===== src/rtl/issue_sched.sv =====
// issue_sched: selects at most one of four functional-unit queues to issue
// each cycle. It also schedules the result of each issued instruction onto a
// single shared common data bus (CDB) so that no two results ever collide.
//
// Ports:
//   clk, reset                  clock; synchronous active-high reset
//   ready_int/ld_buf/mult/div   queue has an instruction ready to issue
//   rdtag                       destination tag of the instruction issued now
//   int/ld_buf/mult/div_data    unit results, valid in their CDB cycle
//   issue_int/ld_buf/mult/div   one-hot (or zero) combinational issue grant
//   issue_div_done              divide result is on the CDB this cycle
//   cdb_valid/cdb_out/cdb_tagout  registered CDB broadcast (zeroed when idle)
module issue_sched #(
    parameter int unsigned DATA_W   = 32,
    parameter int unsigned TAG_W    = 6,
    parameter int unsigned MULT_LAT = 4,
    parameter int unsigned DIV_LAT  = 7
) (
    input  logic              clk,
    input  logic              reset,
    input  logic              ready_int,
    input  logic              ready_ld_buf,
    input  logic              ready_mult,
    input  logic              ready_div,
    input  logic [TAG_W-1:0]  rdtag,
    input  logic [DATA_W-1:0] int_data,
    input  logic [DATA_W-1:0] ld_buf_data,
    input  logic [DATA_W-1:0] mult_data,
    input  logic [DATA_W-1:0] div_data,
    output logic              issue_int,
    output logic              issue_ld_buf,
    output logic              issue_mult,
    output logic              issue_div,
    output logic              issue_div_done,
    output logic              cdb_valid,
    output logic [DATA_W-1:0] cdb_out,
    output logic [TAG_W-1:0]  cdb_tagout
);

    typedef enum logic [1:0] {
        SRC_INT  = 2'd0,
        SRC_LD   = 2'd1,
        SRC_MULT = 2'd2,
        SRC_DIV  = 2'd3
    } src_t;

    localparam int unsigned CNT_W = $clog2(DIV_LAT);

    // Slot k describes the CDB cycle k cycles from now.
    logic             busy [0:DIV_LAT];
    src_t             src  [0:DIV_LAT];
    logic [TAG_W-1:0] tag  [0:DIV_LAT];

    logic [CNT_W-1:0] div_cnt;
    logic             prefer_ld;

    logic elig_int, elig_ld, elig_mult, elig_div;

    // A unit of latency L may issue only if CDB slot L is still free.
    always_comb begin
        elig_int   = ready_int    && !busy[1];
        elig_ld    = ready_ld_buf && !busy[1];
        elig_mult  = ready_mult   && !busy[MULT_LAT];
        elig_div   = ready_div    && !busy[DIV_LAT] && (div_cnt == '0);

        issue_int    = 1'b0;
        issue_ld_buf = 1'b0;
        issue_mult   = 1'b0;
        issue_div    = 1'b0;

        if (!reset) begin
            if (elig_div) begin
                issue_div = 1'b1;
            end else if (elig_mult) begin
                issue_mult = 1'b1;
            end else if (elig_int && elig_ld) begin
                if (prefer_ld) issue_ld_buf = 1'b1;
                else           issue_int    = 1'b1;
            end else if (elig_int) begin
                issue_int = 1'b1;
            end else if (elig_ld) begin
                issue_ld_buf = 1'b1;
            end
        end
    end

    always_ff @(posedge clk) begin
        if (reset) begin
            for (int unsigned k = 0; k <= DIV_LAT; k++) begin
                busy[k] <= 1'b0;
                src[k]  <= SRC_INT;
                tag[k]  <= '0;
            end
            div_cnt   <= '0;
            prefer_ld <= 1'b0;
        end else begin
            for (int unsigned k = 0; k < DIV_LAT; k++) begin
                busy[k] <= busy[k+1];
                src[k]  <= src[k+1];
                tag[k]  <= tag[k+1];
            end
            busy[DIV_LAT] <= 1'b0;
            src[DIV_LAT]  <= SRC_INT;
            tag[DIV_LAT]  <= '0;

            // Grant writes land on slot L-1 because the vector shifts on the
            // same edge; they override the shifted-in (known free) slot L.
            if (issue_int || issue_ld_buf) begin
                busy[0]   <= 1'b1;
                src[0]    <= issue_int ? SRC_INT : SRC_LD;
                tag[0]    <= rdtag;
                prefer_ld <= issue_int;
            end
            if (issue_mult) begin
                busy[MULT_LAT-1] <= 1'b1;
                src[MULT_LAT-1]  <= SRC_MULT;
                tag[MULT_LAT-1]  <= rdtag;
            end
            if (issue_div) begin
                busy[DIV_LAT-1] <= 1'b1;
                src[DIV_LAT-1]  <= SRC_DIV;
                tag[DIV_LAT-1]  <= rdtag;
                div_cnt         <= CNT_W'(DIV_LAT - 1);
            end else if (div_cnt != '0) begin
                div_cnt <= div_cnt - 1'b1;
            end
        end
    end

    always_comb begin
        cdb_valid      = busy[0];
        issue_div_done = busy[0] && (src[0] == SRC_DIV);
        cdb_tagout     = busy[0] ? tag[0] : '0;
        cdb_out        = '0;
        if (busy[0]) begin
            unique case (src[0])
                SRC_INT:  cdb_out = int_data;
                SRC_LD:   cdb_out = ld_buf_data;
                SRC_MULT: cdb_out = mult_data;
                SRC_DIV:  cdb_out = div_data;
            endcase
        end
    end

endmodule


===== config.mk =====
export PLATFORM = sky130hd
export DESIGN_NAME = issue_sched
export DESIGN_NICKNAME = d
export VERILOG_FILES = /design/src/rtl/issue_sched.sv
export SDC_FILE = /design/constraint.sdc
export NUM_CORES = 1
export LEC_CHECK = 0
export CORE_ASPECT_RATIO = 0.75
export CORE_MARGIN = 2
export CORE_UTILIZATION = 39
export CTS_BUF_LIST = sky130_fd_sc_hd__clkbuf_8
export DETAILED_ROUTE_END_ITERATION = 10
export GPL_ROUTABILITY_DRIVEN = 0
export MAX_ROUTING_LAYER = met4
export PLACE_DENSITY = 0.92
export SKIP_LAST_GASP = 1
export SLEW_MARGIN = 20
export SYNTH_ARGS = -nofsm -noshare
export SYNTH_HDL_FRONTEND = slang
export SYNTH_SLANG_ARGS = --single-unit
export TNS_END_PERCENT = 5

===== constraint.sdc =====
create_clock -name clk -period 2.2 [get_ports clk]
set_input_delay 0.33 -clock clk [delete_from_list [all_inputs] [get_ports clk]]
set_output_delay 0.33 -clock clk [all_outputs]
set_load 0.03 [all_outputs]

==> results.md <==
- Part of the cycle the worst path needs: 101%
- Placed cell areas: 5140 um^2
- CTS tree: done
- Crit. End Element: primary output
- Crit path max fanout: 15
- WS Path Type: reg -> out
- Syn Inst Count: 249
- Worst path required time: 1.87 ns
- Main synth FF type: dfxtp_1
- 1st-iter DRT viols: 152
- Routed WL: 10.0 mm
- Final Hold Viols: 0
- H-tree depth: 3
- Yosys cell types: 31
- Min-Delay Path Depth: 1
- DRT Pass-1 Iters: 4
- PortBufs: 183
- YS warnings: 0
- Vert. Die Dim: 82.3 um
- Sequential fraction of the synthesis area: 45.0%
- Status: finished, violations left
- Site row count: 28
- IO Pins: 184
- Crit path launch type: flop
- Nets: 602
- Vias/cell: 4.80
- Post-synth EDFFs: 23
- Clk_lat worst skew: 0.33 ns
- Hold Path Class: reg -> reg
- Final setup skew: 0.00843 ns
- Per-cell routed wire length: 17.5 um
- Minimum clock period: 2.23 ns
- Remaining DRCs: 0
- Number of synthesized register bits: 60
- Met1 GRT Util: 24.6%
- CTS max path bufs: 2
- GRT Overall Usage: 22.8%
- Post-DP HPWL: 8.28 mm
- Clock transition at path regs: 0.06 ns
- Clk sinks: 60
- Post-route cell area: 5370 um^2
- Largest net degree at the start of global routing: 54
- Max Freq: 0.448 GHz
- GRT met2 Usage: 39.7%
- Grt peak-use layer: met2
- Hold_buf cts: 0
- DIE AREA: 8910 um^2
- Post-route setup slack: -0.0317 ns
- RSZ-0062 raised after global routing: true
- Initial antenna violation count: 0
- Pwr Total: 0.00326 W
- WP data arrival: 1.90 ns
- ANT nets after route: 0
- N_diodes: 0
- Core Box Area: 7920 um^2
- Async set-reset flop share out of synthesis: 0%
- Synthesized area: 3180 um^2
- First-pass GRT wire length: 14.5 mm
- Layout cells sized above 1: 26.2%
- Power density over the cells: 607 nW/um^2
- Met3 usage: 7.77%
- Area delta synth->final: 68.5%
- Vias in the first global route: 2821
- Syn avg cell area: 12.8 um^2
- Leakage: 2.17 nW
- Pins Over Slew Limit: 0
- Grt ovf: 0
- Max-Cap Viols: 0
- Die W: 108 um
- Root Buffer: clkbuf_8
- Failing checks: setup timing
- Starting Density: 40.2%
- Worst vdd ir: 0.602 mV
- Vias: 2734
- Reg2reg path depth: 6
- CTS Buf Count: 9
- Setup violators final: 2
## cells in the final DEF, fill, tap and decap left out, types with 2 or more instances in the layout
| master | Yosys | routed |
|---|---|---|
| nor2_1 | 6 | 6 |
| clkinv_2 | 0 | 2 |
| a211oi_1 | 2 | 2 |
| mux4_2 | 32 | 32 |
| dfxtp_1 | 37 | 37 |
| nor2b_1 | 47 | 47 |
| conb_1 | 1 | 23 |
| nand3b_1 | 2 | 2 |
| clkdlybuf4s50_1 | 0 | 139 |
| edfxtp_1 | 23 | 23 |
| buf_4 | 1 | 51 |
| inv_1 | 4 | 5 |
| mux2_2 | 12 | 12 |
| nand2_1 | 3 | 2 |
| clkbuf_8 | 0 | 11 |
| and2b_1 | 2 | 2 |
| and2_1 | 44 | 44 |
## power by group
group	switching, W	leakage [nW]	internal, W
Combinational	0.000410	1.53	0.000564
Clock	0.000403	0.107	0.000576
Sequential	0.0000417	0.541	0.00126
## layer usage
metal / up-vias / routed length [um]
li1: 1286 / -
met1: 1310 / 3730
met2: 111 / 5010
met3: 27 / 1030
met4: 0 / 234
met5: - / 0
## registers in the layout, summed over array words and instances, names as in the netlist
signal     cells
tag           42
src            9
busy           5
div_cnt        3
prefer_ld      1
## cell type report
class	instances	area [um^2]
multi-input cells	190	1760
inverters	4	15.0
well taps	105	131
flip-flops and latches	60	1430
clock inverters	5	51.3
fillers	610	2550
repair buffers	195	1830
clock buffers	11	151
## through the flow
step	utilization, %	setup TNS [ns]	hold WS [ns]	setup slack (ns)	cells
after floorplan	-	0	0.414	0.325	271
after global placement	64.9	-0.0563	0.417	-0.0563	553
after detailed placement	64.9	-0.0809	0.429	-0.0809	553
after CTS	67.5	-3.21	0.445	-0.206	569
after global routing	67.8	-1.75	0.455	-0.126	570
final	67.8	-0.0432	0.438	-0.0317	570
## cells by family (layout without fill, tap and decap cells)
group | after synthesis | in the layout | synth area share, %
compound gates | 9 | 9 | 2.32
fa+ha+maj | 2 | 2 | 0.786
other cells | 1 | 23 | 0.118
flops | 60 | 60 | 45.0
mux | 44 | 44 | 26.9
buf+inv | 21 | 215 | 2.79
simple gates | 112 | 112 | 22.2
## path summary, 6_finish.rpt
| kind | startpoint | to | slack (ns) |
|---|---|---|---|
| max reg2reg | div_cnt[2] | tag[0][5] | 0.38 |
| min reg2reg | tag[1][6] | tag[1][0] | 0.44 |
| max | src[0][0] | cdb_out[8] | -0.03 |
| min | tag[1][6] | tag[1][0] | 0.44 |
## synth_stat cells (2+ instances only)
master	n	share of area, %
a211oi_1	2	0.47
a21oi_1	2	0.31
and2_1	44	8.6
and2b_1	2	0.47
buf_2	5	0.79
clkbuf_1	11	1.3
dfxtp_1	37	23
edfxtp_1	23	22
ha_1	2	0.79
inv_1	4	0.47
mux2_2	12	4.2
mux4_2	32	23
nand2_1	3	0.35
nand3b_1	2	0.47
nor2_1	6	0.71
nor2b_1	47	9.2
## worst max-delay path, stage by stage, from the launching register on
cell and delay, ns:
edfxtp_1 0.45, buf_8 0.23, mux4_2 0.54, and2_1 0.19
buf_4 0.17
## timing repair
action	4_1_cts	5_1_grt
setup endpoints to repair	34	35
resized for setup	1	8
buffers inserted	0	1
No activity file was read; power rests on OpenSTA's default activity.
